[src/rtl/uart_pico.sv]
// uart_pico: memory-mapped 8N1 UART (TX + RX) for the PicoRV32 native bus.
// The TX data register and the RX data register are single-word slaves; each
// access hit is acknowledged with a one-cycle ready. The line rate is set at run
// time in clock cycles per bit. Both directions raise level interrupt flags.
module uart_pico #(
  parameter logic [31:0] TX_ADDR = 32'hcaca_bebe,
  parameter logic [31:0] RX_ADDR = 32'hcafe_babe
) (
  input  logic        clk,
  input  logic        rstn,            // active-high despite the name
  input  logic [11:0] clk_per_bit,
  input  logic [31:0] addr,
  input  logic        mem_valid,
  input  logic        wstrobe,
  input  logic [7:0]  wdata,
  input  logic        mem_ready,
  input  logic        rx_uart,
  output logic        tx_uart,
  output logic        uart_tx_ready,
  output logic        uart_tx_int_flag,
  output logic [7:0]  data_out,
  output logic        uart_rx_ready,
  output logic        uart_rx_int_flag
);

  typedef enum logic [1:0] {S_IDLE, S_START, S_DATA, S_STOP} state_e;

  // A hit is accepted only while no slave is answering. This stops a request
  // that is still held valid from being accepted a second time.
  logic tx_hit, rx_hit;
  assign tx_hit = mem_valid &  wstrobe & (addr == TX_ADDR) & ~mem_ready;
  assign rx_hit = mem_valid & ~wstrobe & (addr == RX_ADDR) & ~mem_ready;

  // ---------------- transmitter state ----------------
  state_e      tx_state_q, tx_state_d;
  logic [11:0] tx_cnt_q,   tx_cnt_d;
  logic [2:0]  tx_bit_q,   tx_bit_d;
  logic [7:0]  tx_shift_q, tx_shift_d;
  logic        tx_line_q,  tx_line_d;
  logic        tx_flag_q,  tx_flag_d;
  logic        tx_ready_q, tx_ready_d;

  // ---------------- receiver state ----------------
  logic        rx_sync1_q, rx_sync2_q, rx_prev_q;
  state_e      rx_state_q, rx_state_d;
  logic [11:0] rx_cnt_q,   rx_cnt_d;
  logic [2:0]  rx_bit_q,   rx_bit_d;
  logic [7:0]  rx_shift_q, rx_shift_d;
  logic [7:0]  rx_data_q,  rx_data_d;
  logic        rx_flag_q,  rx_flag_d;
  logic        rx_ready_q, rx_ready_d;
  logic        rx_fall, rx_done;

  logic [11:0] bit_last, half_last;
  assign bit_last  = clk_per_bit - 12'd1;
  assign half_last = {1'b0, clk_per_bit[11:1]} - 12'd1;

  // TX next state: the line level is registered so tx_uart is glitch-free.
  always_comb begin
    // NOTE: every signal gets a default first, so no path leaves it unassigned
    // and no latch is inferred.
    tx_state_d = tx_state_q;
    tx_cnt_d   = tx_cnt_q;
    tx_bit_d   = tx_bit_q;
    tx_shift_d = tx_shift_q;
    tx_line_d  = tx_line_q;
    tx_flag_d  = tx_flag_q;
    tx_ready_d = tx_hit;   // writes while busy are acknowledged but dropped
    unique case (tx_state_q)
      S_IDLE: begin
        if (tx_hit) begin
          tx_shift_d = wdata;
          tx_flag_d  = 1'b0;
          tx_cnt_d   = bit_last;
          tx_line_d  = 1'b0;
          tx_state_d = S_START;
        end
      end
      S_START: begin
        if (tx_cnt_q == 12'd0) begin
          tx_cnt_d   = bit_last;
          tx_bit_d   = 3'd0;
          tx_line_d  = tx_shift_q[0];
          tx_state_d = S_DATA;
        end else begin
          tx_cnt_d = tx_cnt_q - 12'd1;
        end
      end
      S_DATA: begin
        if (tx_cnt_q == 12'd0) begin
          tx_cnt_d = bit_last;
          if (tx_bit_q == 3'd7) begin
            tx_line_d  = 1'b1;
            tx_state_d = S_STOP;
          end else begin
            tx_bit_d   = tx_bit_q + 3'd1;
            tx_shift_d = {1'b0, tx_shift_q[7:1]};
            tx_line_d  = tx_shift_q[1];
          end
        end else begin
          tx_cnt_d = tx_cnt_q - 12'd1;
        end
      end
      S_STOP: begin
        if (tx_cnt_q == 12'd0) begin
          tx_flag_d  = 1'b1;
          tx_state_d = S_IDLE;
        end else begin
          tx_cnt_d = tx_cnt_q - 12'd1;
        end
      end
      default: tx_state_d = S_IDLE;
    endcase
  end

  // TX state register; reset aborts any frame and returns the line to idle.
  always_ff @(posedge clk or posedge rstn) begin
    if (rstn) begin
      tx_state_q <= S_IDLE;
      tx_cnt_q   <= '0;
      tx_bit_q   <= '0;
      tx_shift_q <= '0;
      tx_line_q  <= 1'b1;
      tx_flag_q  <= 1'b0;
      tx_ready_q <= 1'b0;
    end else begin
      // NOTE: non-blocking assignments in clocked blocks, so every flop
      // samples values from before the edge regardless of statement order.
      tx_state_q <= tx_state_d;
      tx_cnt_q   <= tx_cnt_d;
      tx_bit_q   <= tx_bit_d;
      tx_shift_q <= tx_shift_d;
      tx_line_q  <= tx_line_d;
      tx_flag_q  <= tx_flag_d;
      tx_ready_q <= tx_ready_d;
    end
  end

  // Falling edge of the synchronized line marks a possible start bit.
  assign rx_fall = rx_prev_q & ~rx_sync2_q;

  // RX next state: sample at bit centres, half a bit after the falling edge.
  always_comb begin
    rx_state_d = rx_state_q;
    rx_cnt_d   = rx_cnt_q;
    rx_bit_d   = rx_bit_q;
    rx_shift_d = rx_shift_q;
    rx_data_d  = rx_data_q;
    rx_done    = 1'b0;
    rx_ready_d = rx_hit;
    unique case (rx_state_q)
      S_IDLE: begin
        if (rx_fall) begin
          rx_cnt_d   = half_last;
          rx_state_d = S_START;
        end
      end
      S_START: begin
        if (rx_cnt_q == 12'd0) begin
          if (rx_sync2_q) begin
            rx_state_d = S_IDLE;           // too short to be a start bit
          end else begin
            rx_cnt_d   = bit_last;
            rx_bit_d   = 3'd0;
            rx_state_d = S_DATA;
          end
        end else begin
          rx_cnt_d = rx_cnt_q - 12'd1;
        end
      end
      S_DATA: begin
        if (rx_cnt_q == 12'd0) begin
          rx_shift_d = {rx_sync2_q, rx_shift_q[7:1]};
          rx_cnt_d   = bit_last;
          if (rx_bit_q == 3'd7) rx_state_d = S_STOP;
          else                  rx_bit_d   = rx_bit_q + 3'd1;
        end else begin
          rx_cnt_d = rx_cnt_q - 12'd1;
        end
      end
      S_STOP: begin
        if (rx_cnt_q == 12'd0) begin
          if (rx_sync2_q) begin            // framing error drops the byte
            rx_data_d = rx_shift_q;
            rx_done   = 1'b1;
          end
          rx_state_d = S_IDLE;
        end else begin
          rx_cnt_d = rx_cnt_q - 12'd1;
        end
      end
      default: rx_state_d = S_IDLE;
    endcase
    // A read clears the flag, but a frame completing in the same cycle wins.
    rx_flag_d = rx_flag_q;
    if (rx_hit)  rx_flag_d = 1'b0;
    if (rx_done) rx_flag_d = 1'b1;
  end

  // RX synchronizer and state register; the line history resets to idle-high.
  always_ff @(posedge clk or posedge rstn) begin
    if (rstn) begin
      rx_sync1_q <= 1'b1;
      rx_sync2_q <= 1'b1;
      rx_prev_q  <= 1'b1;
      rx_state_q <= S_IDLE;
      rx_cnt_q   <= '0;
      rx_bit_q   <= '0;
      rx_shift_q <= '0;
      rx_data_q  <= '0;
      rx_flag_q  <= 1'b0;
      rx_ready_q <= 1'b0;
    end else begin
      rx_sync1_q <= rx_uart;
      rx_sync2_q <= rx_sync1_q;
      rx_prev_q  <= rx_sync2_q;
      rx_state_q <= rx_state_d;
      rx_cnt_q   <= rx_cnt_d;
      rx_bit_q   <= rx_bit_d;
      rx_shift_q <= rx_shift_d;
      rx_data_q  <= rx_data_d;
      rx_flag_q  <= rx_flag_d;
      rx_ready_q <= rx_ready_d;
    end
  end

  assign tx_uart          = tx_line_q;
  assign uart_tx_ready    = tx_ready_q;
  assign uart_tx_int_flag = tx_flag_q;
  assign data_out         = rx_data_q;
  assign uart_rx_ready    = rx_ready_q;
  assign uart_rx_int_flag = rx_flag_q;

endmodule

[config.mk]
export PLATFORM = sky130hd
export DESIGN_NAME = uart_pico
export DESIGN_NICKNAME = d
export VERILOG_FILES = /design/src/rtl/uart_pico.sv
export SDC_FILE = /design/constraint.sdc
export NUM_CORES = 1
export LEC_CHECK = 0
export CAP_MARGIN = 20
export CORE_AREA = 2 2 103 105
export DETAILED_ROUTE_END_ITERATION = 10
export DIE_AREA = 0 0 105 107
export DONT_BUFFER_PORTS = 1
export MAX_ROUTING_LAYER = met4
export PLACE_DENSITY_LB_ADDON = 0.15
export RECOVER_POWER = 100
export SLEW_MARGIN = 25
export SYNTH_ARGS = -nofsm -noshare
export SYNTH_HDL_FRONTEND = slang
export SYNTH_SLANG_ARGS = --single-unit
[constraint.sdc]
create_clock -name clk -period 2.2 [get_ports clk]
set_input_delay 0.44 -clock clk [delete_from_list [all_inputs] [get_ports clk]]
set_output_delay 0.44 -clock clk [all_outputs]
set_load 0.01 [all_outputs]
==> Word level (Yosys, flattened, before mapping) <==
Index checks and enable logic that the tools add are counted.
{ "totals": {"word_cells": 129, "reg_bits": 66, "output_inout_bits": 13, "inputBits": 58} }
{ "classes": {"reduce_logical": 22, "n_bitwise": 10, "eq_ne": 26, "muxes": 48, "n_addsub": 6} }
{ "ops": {"columns": ["operator", "count"], "rows": [
  ["two-way mux 12 bit", 8],
  ["== test 32 bit (second input constant)", 2],
  ["one-hot mux 12 bit (4 select lines)", 1],
  ["one-hot mux 12 bit (3 select lines)", 1],
  ["subtractor 12 x 1 -> 12 bit (second input constant)", 3],
  ["inequality test 2 bit (second input constant)", 15],
  ["logical NOT 12 bit", 2],
  ["two-way mux 8 bit", 3],
  ["two-way mux 2 bit", 11],
  ["two-way mux 3 bit", 7],
  ["one-hot mux 2 bit (4 select lines)", 2],
  ["one-hot mux 8 bit (2 select lines)", 1],
  ["AND reduction 5 bit", 3],
  ["one-hot mux 3 bit (2 select lines)", 2],
  ["AND reduction 4 bit", 3],
  ["subtractor 11 x 1 -> 12 bit (second input constant)", 1],
  ["two-way mux 1 bit", 10],
  ["nonzero test 2 bit", 5],
  ["AND reduction 3 bit", 3],
  ["== test 2 bit (second input constant)", 4],
  ["bitwise AND 1 bit", 7],
  ["adder 3 x 1 -> 3 bit (second input constant)", 2],
  ["== test 3 bit (second input constant)", 2],
  ["== test 2 x 1 -> 1 bit (second input constant)", 2],
  ["other kinds (8)", 12]
]} }

==> Longest topological paths before layout <==
Gate-level depths: netlist of run 1.
{ "depth": {"ltp_word": 6, "ltp_mapped": 9, "depth_no_buf": 7} }

==> Worst setup path after synthesis of run 1 <==
Ideal clock, no wire load.
{ "synth_path": {"path_type": "input -> register", "start": "input addr[8]", "end": "register tx_line_q (netlist: tx_uart)", "required_ps": 2115, "n_path_buf": 1, "arrival_ps": 2250, "setup_ps": 85, "path_slack_ps": -135, "path_stages": 6, "path_cell_list": "nand4b_1 -> or4b_4 -> or4b_4 -> buf_6 -> a211oi_2 -> mux2_1"} }
{ "synth_between": {"elab_chain_cells": 5} }
{ "synth_lines": {"columns": ["item", "line_no", "rtl"], "rows": [
  ["start, declared", "12", "input logic [31:0] addr,"],
  ["== test 32 bit", "31", "assign tx_hit = mem_valid & wstrobe & (addr == TX_ADDR) & ~mem_ready;"],
  ["bitwise AND 1 bit (2 in series)", "31", null],
  ["inequality test 2 bit (no source line)", null, null],
  ["AND reduction 4 bit (no source line)", null, null],
  ["end signal, assigned", "133", "tx_line_q <= tx_line_d;"],
  ["end, declared", "39", "logic tx_line_q, tx_line_d;"]
]} }
No other way between the ends.
A chain may end at the register's enable or synchronous reset.

==> Worst setup path after layout of run 1 <==
Same ends and word-level chain as after synthesis.

==> results of run 1 <==
==> cell families (layout without fill, tap and decap cells) <==
kind of cell / Yosys count / in the layout / share of synthesized area
muxes: 25 / 25 / 0.0609
xor gates and xnor gates: 20 / 20 / 0.0391
AOI/OAI and AO/OA: 148 / 148 / 0.245
DFF: 66 / 66 / 0.370
buffers and inverters: 55 / 107 / 0.0514
adders and majority gates: 21 / 21 / 0.0586
and+or+nand+nor: 143 / 143 / 0.176
==> final timing paths <==
kind / startpoint / endpoint / slack (ns) / cells past startpoint
setup / recovery: addr[8] / tx_uart$_DFFE_PP1P_ / 0.12 / 5
hold / removal: rx_uart / rx_sync1_q$_DFF_PP1_ / 0.09 / 0
setup reg to reg: tx_cnt_q[0]$_DFFE_PP0P_ / tx_shift_q[6]$_DFFE_PP0P_ / 0.16 / 8
hold reg to reg: rx_sync1_q$_DFF_PP1_ / rx_sync2_q$_DFF_PP1_ / 0.36 / 0
max in group asynchronous: rstn / rx_bit_q[2]$_DFFE_PP0P_ / 0.64 / 2
min in group asynchronous: rstn / tx_cnt_q[5]$_DFFE_PP0P_ / 0.30 / 1
==> worst max-delay path, delay by kind of cell <==
| kind | cells | cell delay, ns |
|---|---|---|
| mux | 1 | 0.35 |
| compound gates | 1 | 0.30 |
| simple gates | 3 | 1.27 |
==> flip-flops by register name, indices dropped and copies added, names as in the netlist, 2 cells and up, named ones only <==
| register | count |
|---|---|
| data_out | 8 |
| tx_shift_q | 8 |
| rx_cnt_q | 12 |
| rx_bit_q | 3 |
| tx_bit_q | 3 |
| tx_cnt_q | 12 |
| rx_shift_q | 8 |
| tx_state_q | 2 |
==> stage by stage <==
step                      setup slack [ns]  total power (µW)
after CTS                           0.0800              4300
after detailed placement            -0.183              3250
after floorplan                    -0.0994              2670
after global placement              -0.168              3240
after global routing               0.00742              4510
final                                0.122              4260
==> repair_timing <==
action / in CTS / in global routing
setup buffers: 0 / 1
gates resized for setup: 0 / 3
setup endpoints to repair: 0 / 16
==> final cells by class <==
type | instances | area (µm²)
clock inverters | 7 | 70.1
well taps | 136 | 170
repair buffers | 59 | 427
multi-input cells | 357 | 2630
fillers | 959 | 4890
flip-flops and latches | 66 | 1660
clock buffers | 9 | 124
inverters | 32 | 120
==> layout by cell type (no fill, tap or decap), types with 6 or more instances in the layout <==
| cell | count |
|---|---|
| a22o_1 | 20 |
| o22ai_1 | 10 |
| nand4_1 | 11 |
| a21oi_1 | 23 |
| clkbuf_8 | 9 |
| nor4_1 | 7 |
| ha_1 | 21 |
| buf_4 | 46 |
| inv_1 | 32 |
| xnor2_1 | 10 |
| o21ai_0 | 26 |
| nor2_1 | 27 |
| or3_1 | 8 |
| dfrtp_1 | 62 |
| a22oi_1 | 8 |
| o32ai_1 | 6 |
| nand2_1 | 28 |
| xor2_1 | 10 |
| mux2_2 | 17 |
| nor3_1 | 16 |
| nand3_1 | 9 |
| mux2i_1 | 7 |
==> metal layers <==
| layer | share of wire | track usage | vias up |
|---|---|---|---|
| met5 | 0 | - | - |
| met4 | 0.019 | 0.0790 | 0 |
| met3 | 0.043 | 0.0347 | 16 |
| met2 | 0.48 | 0.362 | 102 |
| met1 | 0.46 | 0.280 | 1971 |
| li1 | - | - | 1912 |
==> power by group through the flow <==
stage                     logic, µW  registers (µW)  clock network, µW
final                          1730            1510               1030
after global routing           1890            1520               1100
after CTS                      1740            1490               1060
after detailed placement       1730            1520                  0
after global placement         1720            1520                  0
after floorplan                1190            1490                  0
==> results.toml, run 1 <==
[global_route]
overflow = 0
grt_pass1_wl_mm = 19.5
grt_use_total = 0.221
grt_max_degree = 31
grt_antenna_before_repair = 0
grt_pass1_vias = 3974

[routing]
drtAntennaViolNets = 0
wirelength_mm = 11.9
drt_iter0_drc = 253
firstDrtPassIters = 5
vias_per_cell = 6.01
vias = 4001
avgRoutedWirePerCell_um = 17.9
drc = 0

[worst_setup_path]
crit_fanout = 13
cp-end-kind = "register"
crit_top_cell = "or4b_4"
max_stage_delay_ns = 0.63
worstPathCellList = "nand4b_1, or4b_4, or4b_4, a211oi_1, mux2_1"
cp-start-kind = "primary input"
critPathRequiredTime_ns = 2.48
crit_slowest_cell = "or4b_4"
path_class = "primary input to register"
cp_data_arrival_time_ns = 2.36

[clocking]
worstSkewPairLatency_ns = 0.35
cts.clk_slew.worst_paths_ns = 0.08
htreeDepth = 3
clock_sinks = 66
cts_root_buf = "clkbuf_8"
cts_tree = "yes"
postCtsHoldBufs = 0
clockBufferDepth = 2
cts_made_buffers = 9

[synthesis]
synth_warnings = 0
syn_area_um2 = 4480
synth_area_leaders = "dfrtp_1 (35%), ha_1 (5.9%), mux2_2 (4.3%)"
yosys-top-cells-count = "dfrtp_1 (62), inv_1 (32), nand2_1 (28)"
syn_area_per_cell_um2 = 9.38
synth.most_common_cell = "dfrtp_1"
async_flop_share = 1.00
yosys_most_used_dff = "dfrtp_1"
ys_ff_latch = 66
synthesis.nets = 557
netlist.area_leader.share = 0.346
synth_seq_area_share = 0.370
synth_top_cell_by_area = "dfrtp_1"
synth_edf_count = 0
synth.distinct_cells = 69
postSynthCellCount = 478

[floorplanning]
die_h_um = 107
die_w_um = 105
rows = 37
core_area_um2 = 10100
io_pins = 71
dieArea_um2 = 11200
start_util = 0.444

[power]
power_leakage_uw = 0.00232
p_int_uw = 2650
clockPowerShare = 0.241
p_per_area_nw_per_um2 = 820
share_comb_of_total_power = 0.406
power.net_switching_uw = 1620
switching_share = 0.379
ir_worst_vdd_v = 0.000738
p_seq_frac = 0.353

[sta]
fin_skew_ns = 0.0120
finalMaxSlewViolations = 0
finalCriticalPeriod_ns = 2.08
hold_viol = 0
fmax_mhz = 481
setup_viol = 0
fin_hold_ws_ns = 0.0916
slew_headroom = 0.200
min_period_over_period = 0.944
tns_ns = 0
tightest_slew_ns = 1.20
rsz0062_at_grt = "no"

[place]
hpwl_mm = 8.97
dp_cells = 649
routabilityCongestion = 0.896
portBuffers = 0
postPlaceCellArea_um2 = 5040

[final_layout]
nNetsFinal = 604
fin_cells = 666
area_growth_pct = 16.0
final_util = 0.515
stdcell_area_um2 = 5200
drive_gt1_frac = 0.213
diodes = 0

[min_path]
hold_path.class = "primary input to register"

[outcome]
status = "finished, final reports clean"

[flow_run]
drv_cap = 0
(Power assumes the default switching activity.)
==> run 2: changes to the inputs <==
CORE_AREA = 2 2 91 93   (was 2 2 103 105)
DIE_AREA = 0 0 93 95   (was 0 0 105 107)
==> run 2 against run 1 <==
Clock skew grew 0.0040 ns. Sequential power is essentially flat. Via count grew 0.77%. Die area shrank 21%. Maximum frequency shrank 1.2%. Register-to-register slack lost 0.06 ns. Critical path depth grew 2. Core utilization grew 13 points. Largest power group unchanged. Non-clock buffer count shrank 9. Cell count shrank 5.9%. Clock-buffer cell count is the same. Clock power grew 24%.
==> results.toml, run 2 (same netlist as run 1, synthesis figures left out) <==
[outcome]
status = "finished, final reports clean"

[worst_setup_path]
cp-end-kind = "register"
crit_buf_inv = 1
worstPathCellList = "inv_1, ha_1, nor4b_1, nand3b_1, xnor2_1, a221o_1, a22o_1"
path_class = "register to register"
cp_top_family = "simple AND/OR/NAND/NOR gates"
critPathRequiredTime_ns = 2.44
cp-start-kind = "register"
crit_fanout = 5
max_stage_delay_ns = 0.45
cp_data_arrival_time_ns = 2.34
crit_slowest_cell = "nor4b_1"

[final_layout]
mostFrequentLayoutCells = "dfrtp_1 (62), buf_4 (41), inv_1 (32), nand2_1 (28), nor2_1 (27)"
final_util = 0.650
nNetsFinal = 595
fill_cells = 669
drive_gt1_frac = 0.202
area_growth_pct = 15.0
reg_top3 = "rx_cnt_q (12), tx_cnt_q (12)"
layout_commonest_cell = "dfrtp_1"

[global_route]
grt_antenna_before_repair = 1
overflow = 0
grt_pass1_wl_mm = 18.3
grt_pass1_vias = 3881
grt_use_total = 0.273
grt_max_degree = 25

[floorplanning]
io_pins = 71
die_h_um = 95
core_area_um2 = 7930
dieArea_um2 = 8840
die_w_um = 93
rows = 33
start_util = 0.565

[power]
power_leakage_uw = 0.00231
ir_worst_vdd_v = 0.000463
p_per_area_nw_per_um2 = 869

[sta]
setup_ws_ns = 0.0960
min_period_over_period = 0.956
fin_skew_ns = 0.0159
tightest_slew_ns = 1.11
hold_viol = 0
rsz0062_at_grt = "no"
fmax_mhz = 475
setup_viol = 0
finalMaxSlewViolations = 0
slew_headroom = 0.259
finalCriticalPeriod_ns = 2.10

[place]
pre_cts_slack_ns = -0.194
hpwl_mm = 8.58
portBuffers = 0
routabilityCongestion = 0.908

[routing]
vias_per_cell = 6.43
firstDrtPassIters = 4
avgRoutedWirePerCell_um = 18.0
vias = 4032
wirelength_mm = 11.3
drc = 0
drtAntennaViolNets = 0
drt_iter0_drc = 224

[clocking]
clockBufferDepth = 2
worstSkewPairLatency_ns = 0.35
cts_tree = "yes"
cts_made_buffers = 9
htreeDepth = 3
cts.clk_slew.worst_paths_ns = 0.07
clock_sinks = 66
cts_root_buf = "clkbuf_8"

[flow_run]
drv_cap = 0

[min_path]
hold_path.class = "primary input to register"
run 2: worst paths after layout:
check | startpoint | to | slack (ns) | cells past startpoint
worst max-delay path | rx_cnt_q[0]$_DFFE_PP0P_ | rx_cnt_q[8]$_DFFE_PP0P_ | 0.1 | 7
worst min-delay path | rx_uart | rx_sync1_q$_DFF_PP1_ | 0.09 | 0
worst max register to register | rx_cnt_q[0]$_DFFE_PP0P_ | rx_cnt_q[8]$_DFFE_PP0P_ | 0.1 | 7
worst min register to register | rx_sync1_q$_DFF_PP1_ | rx_sync2_q$_DFF_PP1_ | 0.36 | 0
max in group asynchronous | rstn | tx_cnt_q[4]$_DFFE_PP0P_ | 0.52 | 2
min in group asynchronous | rstn | rx_shift_q[7]$_DFFE_PP0P_ | 0.17 | 1
run 2: area by class of cell:
type / instances / area [µm²] / area share
diodes: 1 / 2.50 / 0.000486
clock buffers: 9 / 124 / 0.0240
clock inverters: 7 / 124 / 0.0240
inverters: 32 / 120 / 0.0233
multi-input cells: 357 / 2620 / 0.508
flip-flops and latches: 66 / 1660 / 0.322
well taps: 105 / 131 / 0.0255
repair buffers: 50 / 374 / 0.0726
run 2: timing repair:
action	in CTS	in global routing
resized for setup	0	3
hold buffers	0	0
setup endpoints to repair	0	13
buffers inserted	0	1
run 2: layer usage:
| metal | vias to the layer above | part of all wire | track usage |
|---|---|---|---|
| li1 | 1896 | - | - |
| met1 | 1919 | 0.43 | 0.349 |
| met2 | 200 | 0.47 | 0.444 |
| met3 | 17 | 0.083 | 0.0399 |
| met4 | 0 | 0.016 | 0.0968 |
| met5 | - | 0 | - |
run 2: through the flow:
stage,hold slack [ns],cells,total power [µW],instance area (µm²),TNS [ns]
6_report,0.0870,627,4480,5150,0
5_1_grt,0.0646,627,4730,5150,0
4_1_cts,0.00546,625,4470,5170,0
3_5_place_dp,0.351,609,3190,4920,-2.79
3_3_place_gp,0.347,609,3150,4920,-2.23
2_1_floorplan,0.345,478,2670,4520,-0.885
run 2: power breakdown:
part | switching [µW] | internal, µW
clock network | 515 | 762
logic | 941 | 757
registers | 147 | 1350
